## src/rtl/cpu_types_pkg.sv

```systemverilog
// Shared CPU-side types: RAM handshake state, data word and the
// memory-arbiter state encoding used by the caches wrapper.
package cpu_types_pkg;

   typedef logic [31:0] word_t;

   typedef enum logic [1:0] {
      FREE   = 2'd0,
      BUSY   = 2'd1,
      ACCESS = 2'd2,
      ERROR  = 2'd3
   } ramstate_t;

   // Arbiter FSM encoding, named so caches-level waveforms decode it.
   typedef enum logic [1:0] {
      ARB_IDLE = 2'd0,
      ARB_IGNT = 2'd1,
      ARB_DGNT = 2'd2
   } arb_state_t;

endpackage

```

## src/rtl/cache_mem_arbiter.sv

```systemverilog
// Shares the single RAM port between the icache and dcache.
// dcache has fixed priority; a streak counter forces an icache grant
// after STARVE_LIMIT dcache completions while the icache is waiting.
// A grant is registered and held until the RAM reports ACCESS.
module cache_mem_arbiter
   import cpu_types_pkg::*;
#(
   parameter int STARVE_LIMIT = 4,
   parameter int CNT_W        = 3
) (
   input  logic        CLK,
   input  logic        RST,
   input  logic        iREN,
   input  logic [31:0] iaddr,
   output logic        iwait,
   output logic [31:0] iload,
   input  logic        dREN,
   input  logic        dWEN,
   input  logic [31:0] daddr,
   input  logic [31:0] dstore,
   output logic        dwait,
   output logic [31:0] dload,
   output logic        ramREN,
   output logic        ramWEN,
   output logic [31:0] ramaddr,
   output logic [31:0] ramstore,
   input  logic [31:0] ramload,
   input  logic [1:0]  ramstate
);

   localparam logic [1:0] IDLE = ARB_IDLE;
   localparam logic [1:0] IGNT = ARB_IGNT;
   localparam logic [1:0] DGNT = ARB_DGNT;

   localparam logic [CNT_W-1:0] LIMIT_C = CNT_W'(STARVE_LIMIT);
   localparam logic [CNT_W-1:0] ZERO_C  = {CNT_W{1'b0}};
   localparam logic [CNT_W-1:0] ONE_C   = {{(CNT_W-1){1'b0}}, 1'b1};

   logic [1:0]       state_r;
   logic [1:0]       state_nxt_s;
   logic [CNT_W-1:0] streak_r;
   logic [CNT_W-1:0] streak_nxt_s;
   logic             dreq_s;
   logic             access_s;

   // Priority pick; the streak used already includes this cycle's completion
   // so the icache wins right after the LIMIT-th dcache completion.
   function automatic logic [1:0] arbitrate(input logic ireq, input logic dreq,
                                            input logic [CNT_W-1:0] streak);
      logic [1:0] pick;
      if (ireq && (streak == LIMIT_C)) begin
         pick = IGNT;
      end else if (dreq) begin
         pick = DGNT;
      end else if (ireq) begin
         pick = IGNT;
      end else begin
         pick = IDLE;
      end
      return pick;
   endfunction

   assign dreq_s   = dREN | dWEN;
   assign access_s = (ramstate == ACCESS);

   // Streak of dcache completions while the icache is kept waiting.
   always_comb begin
      streak_nxt_s = streak_r;
      if (!iREN) begin
         streak_nxt_s = ZERO_C;
      end else if ((state_r == IGNT) && access_s) begin
         streak_nxt_s = ZERO_C;
      end else if ((state_r == DGNT) && access_s && (streak_r != LIMIT_C)) begin
         streak_nxt_s = streak_r + ONE_C;
      end else begin
         streak_nxt_s = streak_r;
      end
   end

   // Next grant: re-arbitrate from IDLE, on completion, or when the owner lets go.
   always_comb begin
      state_nxt_s = state_r;
      case (state_r)
         IDLE: begin
            state_nxt_s = arbitrate(iREN, dreq_s, streak_nxt_s);
         end
         IGNT: begin
            if (access_s || !iREN) begin
               state_nxt_s = arbitrate(iREN, dreq_s, streak_nxt_s);
            end else begin
               state_nxt_s = IGNT;
            end
         end
         DGNT: begin
            if (access_s || !dreq_s) begin
               state_nxt_s = arbitrate(iREN, dreq_s, streak_nxt_s);
            end else begin
               state_nxt_s = DGNT;
            end
         end
         default: begin
            state_nxt_s = IDLE;
         end
      endcase
   end

   // State and streak registers with synchronous reset.
   always_ff @(posedge CLK) begin
      if (RST) begin
         state_r  <= IDLE;
         streak_r <= ZERO_C;
      end else begin
         state_r  <= state_nxt_s;
         streak_r <= streak_nxt_s;
      end
   end

   // RAM drive and requester handshakes; enables follow the owner's request live.
   always_comb begin
      ramREN   = 1'b0;
      ramWEN   = 1'b0;
      ramaddr  = 32'h0000_0000;
      ramstore = 32'h0000_0000;
      iwait    = 1'b1;
      iload    = 32'h0000_0000;
      dwait    = 1'b1;
      dload    = 32'h0000_0000;
      if (RST) begin
         ramREN = 1'b0;
         ramWEN = 1'b0;
      end else begin
         case (state_r)
            IGNT: begin
               ramREN  = iREN;
               ramaddr = iaddr;
               if (access_s) begin
                  iwait = 1'b0;
                  iload = ramload;
               end else begin
                  iwait = 1'b1;
                  iload = 32'h0000_0000;
               end
            end
            DGNT: begin
               ramaddr  = daddr;
               ramstore = dstore;
               if (dWEN) begin
                  ramWEN = 1'b1;
                  ramREN = 1'b0;
               end else begin
                  ramWEN = 1'b0;
                  ramREN = dREN;
               end
               if (access_s) begin
                  dwait = 1'b0;
                  dload = ramload;
               end else begin
                  dwait = 1'b1;
                  dload = 32'h0000_0000;
               end
            end
            default: begin
               ramREN = 1'b0;
               ramWEN = 1'b0;
            end
         endcase
      end
   end

endmodule

```

## config.mk

```make
export PLATFORM = sky130hd
export DESIGN_NAME = cache_mem_arbiter
export DESIGN_NICKNAME = d
export VERILOG_FILES = /design/src/rtl/cpu_types_pkg.sv /design/src/rtl/cache_mem_arbiter.sv
export SDC_FILE = /design/constraint.sdc
export NUM_CORES = 1
export LEC_CHECK = 0
export CAP_MARGIN = 25
export CORE_AREA = 2 2 104 106
export CTS_BUF_LIST = sky130_fd_sc_hd__clkbuf_16
export CTS_CLUSTER_SIZE = 25
export DETAILED_ROUTE_END_ITERATION = 6
export DIE_AREA = 0 0 106 108
export PLACE_DENSITY = 0.63
export SLEW_MARGIN = 30
export SYNTH_ARGS = -nofsm -noshare
export SYNTH_HDL_FRONTEND = slang
export SYNTH_SLANG_ARGS = --single-unit
```

## constraint.sdc

```tcl
create_clock -name CLK -period 2.1 [get_ports CLK]
set_clock_uncertainty 0.05 [all_clocks]
set_input_delay 0.63 -clock CLK [delete_from_list [all_inputs] [get_ports CLK]]
set_output_delay 0.63 -clock CLK [all_outputs]
set_load 0.1 [all_outputs]
```

==> flow_metrics.py <==
metrics = {
    "synth": {
        "ys_ff_latch": 5,
        "ys_types": 33,
        "synth_top_flop_cell": "dfxtp_1",
        "syn_inst": 243,
        "avgSynthCellArea_um2": 6.230,
        "ys_seq_area_share_pct": 6.612,
        "synth_area_um2": 1514,
        "yosys_warnings": 0,
        "synth_edf_count": 0,
        "syn-num-nets": 384,
        "synthArstFlopShare_pct": 0,
    },
    "clock_network": {
        "cts_tree": "built",
        "clk_pin_slew_ps": 40,
        "numCtsBuffers": 3,
        "clkLatencyLatePin_ps": 230,
        "cts_root_buf": "clkbuf_16",
        "cts_hold_buf": 0,
        "clock-sinks": 5,
        "clockBufferDepth": 2,
        "htreeDepth": 1,
    },
    "setup_path": {
        "required_ps": 1420,
        "worstPathMaxFanout": 2,
        "r2r_end": "state_r[0]",
        "start_kind": "register",
        "cp-end-kind": "primary output",
        "r2r_slack_ps": 160,
        "cp.arrival_ps": 1770,
        "r2r_cells": 8,
        "path_class": "reg -> out",
        "r2r-start": "state_r[1]",
    },
    "place": {
        "portBuffers": 266,
        "dpl-instance-area_um2": 6436,
        "placed_cells_incl_taps": 643,
        "dp_hpwl_mm": 9.924,
        "gp_congestion": 0.8027,
    },
    "timing": {
        "setup_violations": 132,
        "rsz0062_at_grt": "true",
        "relSlewSlack_pct": 75.95,
        "setup_slack_ps": -348.4,
        "tns_ps": -36320,
        "hold_violations": 0,
        "clock.fmax_mhz": 408.4,
        "worstMarginPinSlew_ps": 350.7,
        "drv_slew": 0,
        "min_period_ps": 2448,
        "min_period_over_period_pct": 116.6,
    },
    "final_layout": {
        "final_common_cell": "buf_12",
        "mostFrequentLayoutCells": "buf_12, clkdlybuf4s50_1, and2_4",
        "final_nets": 691,
        "drive_above_1_share_pct": 66.85,
        "synthToLayoutAreaGrowth_pct": 383.6,
        "final_cell_area_um2": 7321,
        "fin_cells": 686,
    },
    "min_path": {
        "whs_endpoint": "streak_r[1]",
        "hold_start": "streak_r[1]",
        "hold_class": "reg -> reg",
        "holdPathStages": 2,
    },
    "route": {
        "drcViolationCount": 0,
        "dr.pass1.iters": 4,
        "wl_per_cell_um": 19.84,
        "vias": 3058,
        "post_drt_via_cell_ratio": 4.458,
        "wl_mm": 13.61,
        "drt-initial-drc-count": 103,
        "ant_nets": 0,
    },
    "floorplanning": {
        "core_um2": 10230,
        "fp.dieArea_um2": 11450,
        "die_y_um": 108,
        "die_x_um": 106,
        "start_util_pct": 14.80,
        "rows": 37,
        "pin_count": 267,
    },
    "run_status": {
        "outcome": "finished, violations left",
        "violations": "setup timing",
    },
    "pwr": {
        "power_leakage_nw": 2.827,
        "powerDensity_nw_per_um2": 328.3,
        "vdd_ir_drop_max_v": 0.0004295,
    },
    "global_routing": {
        "gr-total-overflow": 0,
        "antenna_found_initial": 1,
        "grt_usage_pct": 21.66,
        "grt_max_degree": 33,
        "grt_pass1_wl_mm": 19.23,
        "grt_pass1_vias": 3182,
    },
    "job": {
        "max_cap_violations": 0,
    },
}
logic make-up after synthesis:
group / synth area share, %
xor+xnor: 0.5786
mux: 1.322
simple gates: 57.19
buf+inv: 8.512
fa+ha+maj: 4.959
flops: 6.612
compound gates: 20.83
area by class of cell:
type	instances	area, um2
multi-input cells	206	2051
clock buffers	3	75.07
well taps	136	170.2
inverters	5	23.77
flip-flops and latches	5	102.6
clock inverters	1	3.754
diodes	1	2.502
repair buffers	329	4892
fillers	703	2910
stage by stage:
step	util [%]	worst slack, ps	total power (W)	hold slack, ps
floorplan	-	-295.7	0.001075	479.5
detailed placement	62.91	-647.7	0.001771	517.9
global route	71.55	-377.4	0.002471	557.9
CTS	70.27	-386.2	0.002322	522.2
global placement	62.91	-598.0	0.001753	506.3
finish	71.55	-348.4	0.002404	520.6
flip-flops by register name, indices dropped and copies added, names as in the netlist:
name / flops
state_r: 2
streak_r: 3
critical path: stages (launching register included):
cell and delay (ps):
dfxtp_2 330, inv_2 50, buf_6 110, ha_4 260
nand2b_4 70, buf_4 140, buf_6 120, buf_6 120
a21oi_4 130, buf_12 190
metal layers:
metal	global-route usage (%)	routed length, um
met4	3.947	196
met3	3.918	828
met2	44.52	7851
met1	22.94	4735
met5	0	0
power breakdown:
part	switching (W)	total, W	internal, W	leakage, nW
clock network	0.0000674	0.000314	0.000247	0.0423
registers	0.00000422	0.000105	0.000101	0.0413
logic	0.00105	0.00198	0.000936	2.74
total	0.00112	0.00240	0.00128	2.83
how the worst max path moves through the flow:
stage                 from     endpoint  slack, ps  cells after the start
6_report        state_r[1]       ramREN       -350                      9
5_1_grt         state_r[1]   ramaddr[9]       -380                      9
4_1_cts        ramstate[0]     iload[8]       -390                      8
3_5_place_dp           RST    dload[26]       -650                      5
3_3_place_gp           RST    dload[31]       -600                      5
2_1_floorplan          RST  ramaddr[10]       -300                      5
what timing repair did:
| item | in CTS | in global routing |
|---|---|---|
| buffers inserted | 18 | 11 |
| gates cloned | 11 | 7 |
| endpoints found under the setup margin | 134 | 133 |
| resized for setup | 76 | 9 |
| pin swaps | 11 | 14 |
cell usage after synthesis, types with 2 or more instances:
cell,instances,area share (%)
dfxtp_1,5,6.6
nand2_1,5,1.2
nor2b_1,3,1.2
ha_1,6,5.0
buf_1,2,0.50
a22oi_1,32,16
or2b_1,2,0.99
inv_1,5,1.2
and2_1,65,27
nor2_1,37,9.2
nor3_1,4,1.3
and3_1,32,13
nand3b_1,2,0.99
clkbuf_1,20,5.0
o21ai_0,2,0.66
buf_2,3,0.99
mux2i_1,2,1.3
Note: power is estimated with default switching activity, not from simulation.
